<file path="src/rtl/datapath_pkg.sv">
// Shared encodings for the parametrised datapath: ALU opcodes, bus_2 sources,
// flag bit positions and the sequential multiplier state encoding.
// No logic, no latency, no flow control.
package datapath_pkg;

  typedef enum logic [3:0] {
    OP_ADD = 4'd0,
    OP_SUB = 4'd1,
    OP_AND = 4'd2,
    OP_NOT = 4'd3,
    OP_MUL = 4'd4,
    OP_OR  = 4'd5,
    OP_XOR = 4'd6,
    OP_SHL = 4'd7,
    OP_SHR = 4'd8
  } alu_op_e;

  typedef enum logic [1:0] {
    BUS2_ALU  = 2'd0,
    BUS2_BUS1 = 2'd1,
    BUS2_MEM  = 2'd2,
    BUS2_ZERO = 2'd3
  } bus2_sel_e;

  // Bit positions inside the {Z, N, C, V} flag word.
  localparam int FLAG_Z = 3;
  localparam int FLAG_N = 2;
  localparam int FLAG_C = 1;
  localparam int FLAG_V = 0;

  typedef enum logic [1:0] {
    MUL_IDLE = 2'd0,
    MUL_RUN  = 2'd1,
    MUL_DONE = 2'd2
  } mul_state_e;

endpackage

</file>
<file path="src/rtl/seq_multiplier.sv">
// Shift-add unsigned multiplier producing a 2*DATA_W product from captured operands.
// Latency: DATA_W RUN cycles after the start edge, then a one-cycle DONE state.
// No backpressure: start is ignored while running; start in DONE begins a new multiply.
module seq_multiplier
  import datapath_pkg::*;
#(
  parameter int DATA_W = 8
) (
  input  logic                  clk,
  input  logic                  rst,
  input  logic                  start,
  input  logic [DATA_W-1:0]     a,
  input  logic [DATA_W-1:0]     b,
  output logic                  busy,
  output logic                  done,
  output logic                  prod_wr,
  output logic [2*DATA_W-1:0]   prod_nxt
);

  localparam int CNT_W = $clog2(DATA_W);

  mul_state_e              state, state_nxt;
  logic [2*DATA_W-1:0]     mcand_sh;
  logic [2*DATA_W-1:0]     acc;
  logic [DATA_W-1:0]       mplier;
  logic [CNT_W-1:0]        cnt;
  logic                    last;
  logic                    accept;

  assign last     = (cnt == CNT_W'(DATA_W - 1));
  assign accept   = start && (state != MUL_RUN);
  assign prod_nxt = acc + (mplier[0] ? mcand_sh : '0);
  // The final partial sum is handed to the owner on the edge that leaves RUN.
  assign prod_wr  = (state == MUL_RUN) && last;

  // State register.
  always_ff @(posedge clk or negedge rst) begin
    if (!rst) state <= MUL_IDLE;
    else      state <= state_nxt;
  end

  // Next-state: DONE can restart directly so back-to-back multiplies lose no cycle.
  always_comb begin
    state_nxt = state;
    case (state)
      MUL_IDLE: if (start) state_nxt = MUL_RUN;
      MUL_RUN:  if (last)  state_nxt = MUL_DONE;
      MUL_DONE: state_nxt = start ? MUL_RUN : MUL_IDLE;
      default:  state_nxt = MUL_IDLE;
    endcase
  end

  // Handshake outputs decoded from the state.
  always_comb begin
    busy = (state == MUL_RUN);
    done = (state == MUL_DONE);
  end

  // Operand capture and one shift-add step per RUN cycle; later operand changes are not seen.
  always_ff @(posedge clk or negedge rst) begin
    if (!rst) begin
      mcand_sh <= '0;
      mplier   <= '0;
      acc      <= '0;
      cnt      <= '0;
    end else if (accept) begin
      mcand_sh <= {{DATA_W{1'b0}}, a};
      mplier   <= b;
      acc      <= '0;
      cnt      <= '0;
    end else if (state == MUL_RUN) begin
      acc      <= prod_nxt;
      mcand_sh <= mcand_sh << 1;
      mplier   <= mplier >> 1;
      cnt      <= cnt + CNT_W'(1);
    end
  end

endmodule

</file>
<file path="src/rtl/param_datapath.sv">
// Parametrised processor datapath: register file, Y/PC/IR/address/flags, ALU and multiplier.
// Latency: non-MUL ALU ops are combinational into bus_2; MUL result lands DATA_W+1 cycles after start.
// No backpressure: control must watch alu_busy/alu_done; register loads continue during a multiply.
module param_datapath
  import datapath_pkg::*;
#(
  parameter  int DATA_W = 8,
  parameter  int NREGS  = 4,
  localparam int SEL_W  = $clog2(NREGS) + 1
) (
  input  logic              clk,
  input  logic              rst,
  input  logic [NREGS-1:0]  load_reg,
  input  logic              load_y,
  input  logic              load_pc,
  input  logic              inc_pc,
  input  logic              load_ir,
  input  logic              load_addr,
  input  logic              load_flags,
  input  logic [SEL_W-1:0]  sel_bus_1,
  input  logic [1:0]        sel_bus_2,
  input  logic [3:0]        alu_op,
  input  logic              alu_start,
  input  logic [DATA_W-1:0] mem_word,
  output logic [DATA_W-1:0] bus_1,
  output logic [DATA_W-1:0] instruction,
  output logic [DATA_W-1:0] address,
  output logic [DATA_W-1:0] pc,
  output logic [3:0]        flags,
  output logic              alu_busy,
  output logic              alu_done
);

  localparam int MSB = DATA_W - 1;

  logic [DATA_W-1:0]   regs [NREGS];
  logic [DATA_W-1:0]   y;
  logic [DATA_W-1:0]   bus_2;
  logic [DATA_W-1:0]   res;
  logic [DATA_W-1:0]   diff;
  logic [DATA_W:0]     sum;
  logic [DATA_W-1:0]   prod_lo;
  logic                prod_hi_nz;
  logic                c_out;
  logic                v_out;
  logic [3:0]          flag_nxt;
  logic                mul_start;
  logic                mul_wr;
  logic [2*DATA_W-1:0] mul_prod;

  assign mul_start = alu_start && (alu_op == OP_MUL);

  seq_multiplier #(.DATA_W(DATA_W)) u_mul (
    .clk      (clk),
    .rst      (rst),
    .start    (mul_start),
    .a        (y),
    .b        (bus_1),
    .busy     (alu_busy),
    .done     (alu_done),
    .prod_wr  (mul_wr),
    .prod_nxt (mul_prod)
  );

  // bus_1 source: registers, then PC, and zero for the unused upper select codes.
  always_comb begin
    bus_1 = '0;
    if (sel_bus_1 < SEL_W'(NREGS))       bus_1 = regs[sel_bus_1[SEL_W-2:0]];
    else if (sel_bus_1 == SEL_W'(NREGS)) bus_1 = pc;
  end

  // bus_2 source select feeding every loadable register.
  always_comb begin
    case (sel_bus_2)
      BUS2_ALU:  bus_2 = res;
      BUS2_BUS1: bus_2 = bus_1;
      BUS2_MEM:  bus_2 = mem_word;
      default:   bus_2 = '0;
    endcase
  end

  assign sum  = {1'b0, y} + {1'b0, bus_1};
  assign diff = y - bus_1;

  // ALU: A = Y, B = bus_1; overflow is judged on operand and result sign bits.
  always_comb begin
    res   = '0;
    c_out = 1'b0;
    v_out = 1'b0;
    case (alu_op)
      OP_ADD: begin
        res   = sum[MSB:0];
        c_out = sum[DATA_W];
        v_out = (y[MSB] == bus_1[MSB]) && (sum[MSB] != y[MSB]);
      end
      OP_SUB: begin
        res   = diff;
        c_out = (y < bus_1);
        v_out = (y[MSB] != bus_1[MSB]) && (diff[MSB] != y[MSB]);
      end
      OP_AND: res = y & bus_1;
      OP_NOT: res = ~y;
      OP_OR:  res = y | bus_1;
      OP_XOR: res = y ^ bus_1;
      OP_SHL: begin
        res   = {y[MSB-1:0], 1'b0};
        c_out = y[MSB];
      end
      OP_SHR: begin
        res   = {1'b0, y[MSB:1]};
        c_out = y[0];
      end
      OP_MUL: begin
        res   = prod_lo;
        c_out = prod_hi_nz;
        v_out = prod_hi_nz;
      end
      default: ;
    endcase
  end

  assign flag_nxt[FLAG_Z] = (res == '0);
  assign flag_nxt[FLAG_N] = res[MSB];
  assign flag_nxt[FLAG_C] = c_out;
  assign flag_nxt[FLAG_V] = v_out;

  // General registers; several may load the same bus_2 value in one cycle.
  always_ff @(posedge clk or negedge rst) begin
    if (!rst) begin
      for (int i = 0; i < NREGS; i++) regs[i] <= '0;
    end else begin
      for (int i = 0; i < NREGS; i++) if (load_reg[i]) regs[i] <= bus_2;
    end
  end

  // Special registers; PC load beats increment, flags freeze while multiplying.
  always_ff @(posedge clk or negedge rst) begin
    if (!rst) begin
      y           <= '0;
      pc          <= '0;
      instruction <= '0;
      address     <= '0;
      flags       <= '0;
    end else begin
      if (load_y)                   y           <= bus_2;
      if (load_pc)                  pc          <= bus_2;
      else if (inc_pc)              pc          <= pc + DATA_W'(1);
      if (load_ir)                  instruction <= bus_2;
      if (load_addr)                address     <= bus_2;
      if (load_flags && !alu_busy)  flags       <= flag_nxt;
    end
  end

  // Product register keeps the last completed product until the next completion.
  always_ff @(posedge clk or negedge rst) begin
    if (!rst) begin
      prod_lo    <= '0;
      prod_hi_nz <= 1'b0;
    end else if (mul_wr) begin
      prod_lo    <= mul_prod[DATA_W-1:0];
      prod_hi_nz <= |mul_prod[2*DATA_W-1:DATA_W];
    end
  end

endmodule

</file>
<file path="config.mk">
export PLATFORM = sky130hd
export DESIGN_NAME = param_datapath
export DESIGN_NICKNAME = d
export VERILOG_FILES = /design/src/rtl/datapath_pkg.sv /design/src/rtl/seq_multiplier.sv /design/src/rtl/param_datapath.sv
export SDC_FILE = /design/constraint.sdc
export NUM_CORES = 1
export LEC_CHECK = 0
export ABC_AREA = 1
export ABC_CLOCK_PERIOD_IN_PS = 5220
export BUFFER_PORTS_ARGS = -buffer_cell sky130_fd_sc_hd__buf_2
export CAP_MARGIN = 10
export CORE_MARGIN = 5
export CORE_UTILIZATION = 60
export DETAILED_ROUTE_END_ITERATION = 12
export GPL_ROUTABILITY_DRIVEN = 0
export PLACE_DENSITY = 0.8
export SLEW_MARGIN = 20
export SYNTH_ARGS = -nofsm -noshare
export SYNTH_HDL_FRONTEND = slang
export SYNTH_SLANG_ARGS = --single-unit
</file>
<file path="constraint.sdc">
create_clock -name clk -period 5.22 [get_ports clk]
set_input_delay 1.044 -clock clk [delete_from_list [all_inputs] [get_ports clk]]
set_output_delay 1.044 -clock clk [all_outputs]
set_load 0.03 [all_outputs]
</file>
==> qor.csv <==
stage,metric,value,unit
critical_path,"reg-to-reg slack, setup",1810,ps
sta,final setup margin,1150,ps
clock_network,Clock Tree Buf Depth,2,
critical_path,Setup CP Type,in -> reg,
sta,Setup Viol. Count Final,0,
sta,Hold Worst Slack,477,ps
global_route,first-pass GRT wire length,36300,um
critical_path,CP startpoint,sel_bus_1[0],
clock_network,clk_lat worst skew,420,ps
synthesis,Yosys top cell by area,dfrtp_1,
clock_network,CTS tree,yes,
floorplan,die width,125,um
sta,min Tclk post-route,4070,ps
floorplan,area of the die,15600,um^2
synthesis,most common cell in the netlist,nand2_1,
placed_design,hpwl dp,16300,um
synthesis,post-synthesis sequential area ratio,38.6,%
clock_network,post-CTS resize count,0,
synthesis,syn_area_per_cell,6.99,um^2
synthesis,asr flop ratio synth,100,%
critical_path,required time worst endpoint,5580,ps
global_route,antenna violations before repair,1,
drt,Routed Antenna Nets,0,
sta,fin. max-slew vios,0,
drt,DRT Pass-1 Iters,5,
global_route,Congestion Overflow GR,0,
drt,wire per inst,16.0,um
placed_design,PortBufs,67,
placed_design,post-place setup slack,938,ps
clock_network,clock sinks,122,
drt,vias after detailed routing,7774,
clock_network,CTS buffer count,17,
critical_path,reg2reg start,pc[2]$_DFFE_PN0P_,
synthesis,Synth Cell Area,7910,um^2
cells_and_area,share of layout cells above drive strength 1,10.4,%
min_path,WHS Path Cells,2,
critical_path,Worst Reg-to-Reg Cells,16,
critical_path,crit path DAT,4430,ps
clock_network,hold buffer count at cts,0,
synthesis,"top cells by count, synth","nand2_1, inv_1, dfrtp_1",
global_route,largest net degree at the start of global routing,56,
critical_path,Setup crit end,instruction[7]$_DFFE_PN0P_,
cells_and_area,final net count,1269,
outcome,status,"finished, final reports clean",
floorplan,core area,13100,um^2
synthesis,Yosys warnings,0,
sta,Slew HR,47.1,%
drt,final WL,22200,um
pwr,Leak,4.92,nW
clock_network,post-CTS setup buffer count,0,
sta,worst-margin pin slew,792,ps
synthesis,Most used DFF post-synth,dfrtp_1,
pwr,Final Power,0.00342,W
cells_and_area,area delta synth->final,12.7,%
floorplan,IO Pins,68,
floorplan,placement row count,42,
clock_network,H-tree levels,4,
global_route,vias in the first global route,7256,
sta,Max Clk Rate,246,MHz
pwr,PD cells,384,nW/um^2
min_path,Min-Delay Path Class,reg -> reg,
global_route,total track usage,28.6,%
critical_path,reg-to-reg critical path endpoint,instruction[7]$_DFFE_PN0P_,
sta,RSZ-0062 raised after global routing,false,
synthesis,"EDFF count, synth",0,
drt,DR vias/cell,5.62,
sta,Clock Skew,10.9,ps
pwr,VDD IR max,0.293,mV
synthesis,area fraction of the dominant cell type after synthesis,38.6,%
flow_run,Max Cap Viol,0,
critical_path,CP endpoint kind,flip-flop,
sta,final worst path period share,77.9,%
synthesis,Netlist cell types,39,
synthesis,Post-Syn Instances,1131,
critical_path,Critical Path Fanout Max,19,
floorplan,die height,125,um
synthesis,syn nets,1207,
clock_network,CTS Root Cell,clkbuf_16,
synthesis,synth top area cells,"dfrtp_1, nand2_1, inv_1",
floorplan,Starting Density,60.5,%
drt,initial drt markers,653,
critical_path,CP Launch Type,input port,
drt,DRC viols,0,
sta,Final Hold Viols,0,
synthesis,Yosys reg bits,122,
sta,Setup TNS,0,ps
clock_network,clk slew on worst S/H paths,60,ps
==> kinds of logic (layout without fill, tap and decap cells) <==
logic type                 Yosys count  count (layout)  synth area share [%]
AOI/OAI and AO/OA                  133             133                  10.2
xor gates and xnor gates            14              14                  1.55
adders and majority gates           46              46                  7.56
buffers and inverters              199             274                  9.89
DFF                                122             122                  38.6
other                                0               1                     0
and+or+nand+nor                    617             617                  32.2
==> area by class of cell <==
cell class	count	area, um^2
diodes	1	2.50
clock buffers	17	425
clock inverters	15	115
fillers	1136	4170
inverters	168	633
multi-input cells	810	4080
flip-flops and latches	122	3050
well taps	176	220
repair buffers	74	390
==> critical path, cell delays in order <==
cell and delay, ps:
buf_2 210, inv_4 180, nand3_2 160, o22ai_1 580, inv_1 150, ha_1 520
inv_1 120, a21oi_1 240, nand2_1 150, nand2_1 150, nand2_1 100, nand2_1 80
nand3_1 60, nand3_1 190, nand2_1 120, nand2_2 200, nand2_1 90, nand2_1 70
==> sequential cells by signal, indices dropped and copies added, names as in the netlist <==
signal / cells
address: 8
flags: 4
instruction: 8
pc: 8
prod_hi_nz: 1
prod_lo: 8
regs: 32
u_mul.acc: 16
u_mul.cnt: 3
u_mul.mcand_sh: 16
u_mul.mplier: 8
u_mul.state: 2
y: 8
==> metal layers <==
| metal | wire length, um | GRT usage, % | up-vias |
|---|---|---|---|
| li1 | - | - | 3739 |
| met1 | 9490 | 39.1 | 3581 |
| met2 | 10100 | 44.9 | 393 |
| met3 | 1740 | 5.49 | 61 |
| met4 | 842 | 11.8 | 0 |
| met5 | 0 | 0 | - |
==> cell usage in the layout, fill, tap and decap left out, types with 2 or more instances in the layout <==
master,n
ha_1,43
nand3b_1,3
nand4_1,20
nor3_1,4
nand3_1,80
nor2_1,76
inv_1,163
inv_2,2
dfrtp_1,122
clkinv_1,2
o21ai_0,45
o211ai_1,4
o22ai_1,17
a21o_1,3
buf_4,8
o21ai_1,6
inv_6,6
xor2_1,8
a22oi_2,2
and2_1,3
clkinv_2,4
a21oi_1,19
nand3_2,3
a22o_1,2
o221ai_1,12
a31oi_1,18
nand2_2,6
fa_1,3
a22oi_1,3
buf_2,66
clkinv_4,4
clkbuf_16,17
nor2_2,4
nand2_1,415
xnor2_1,6
==> where the power goes <==
part,internal [W],switching [W]
combinational,0.000336,0.000708
sequential,0.00115,0.000159
clock,0.000613,0.000459
==> through the flow <==
step | util (%) | std cells | area, um^2
2_1_floorplan | - | 1131 | 7910
3_3_place_gp | 64.0 | 1350 | 8370
5_1_grt | 68.1 | 1383 | 8910
3_5_place_dp | 64.0 | 1350 | 8370
4_1_cts | 68.1 | 1382 | 8910
6_report | 68.1 | 1383 | 8910
==> worst min-delay path by stage <==
stage / endpoint / startpoint / slack, ps
floorplan: regs[18]$_DFFE_PN0P_ / regs[18]$_DFFE_PN0P_ / 450
global placement: address[2]$_DFFE_PN0P_ / address[2]$_DFFE_PN0P_ / 460
detailed placement: instruction[2]$_DFFE_PN0P_ / instruction[2]$_DFFE_PN0P_ / 460
CTS: instruction[2]$_DFFE_PN0P_ / instruction[2]$_DFFE_PN0P_ / 480
global route: flags[2]$_DFFE_PN0P_ / flags[2]$_DFFE_PN0P_ / 490
finish: flags[2]$_DFFE_PN0P_ / flags[2]$_DFFE_PN0P_ / 480
Note: power is estimated with default switching activity, not from simulation.
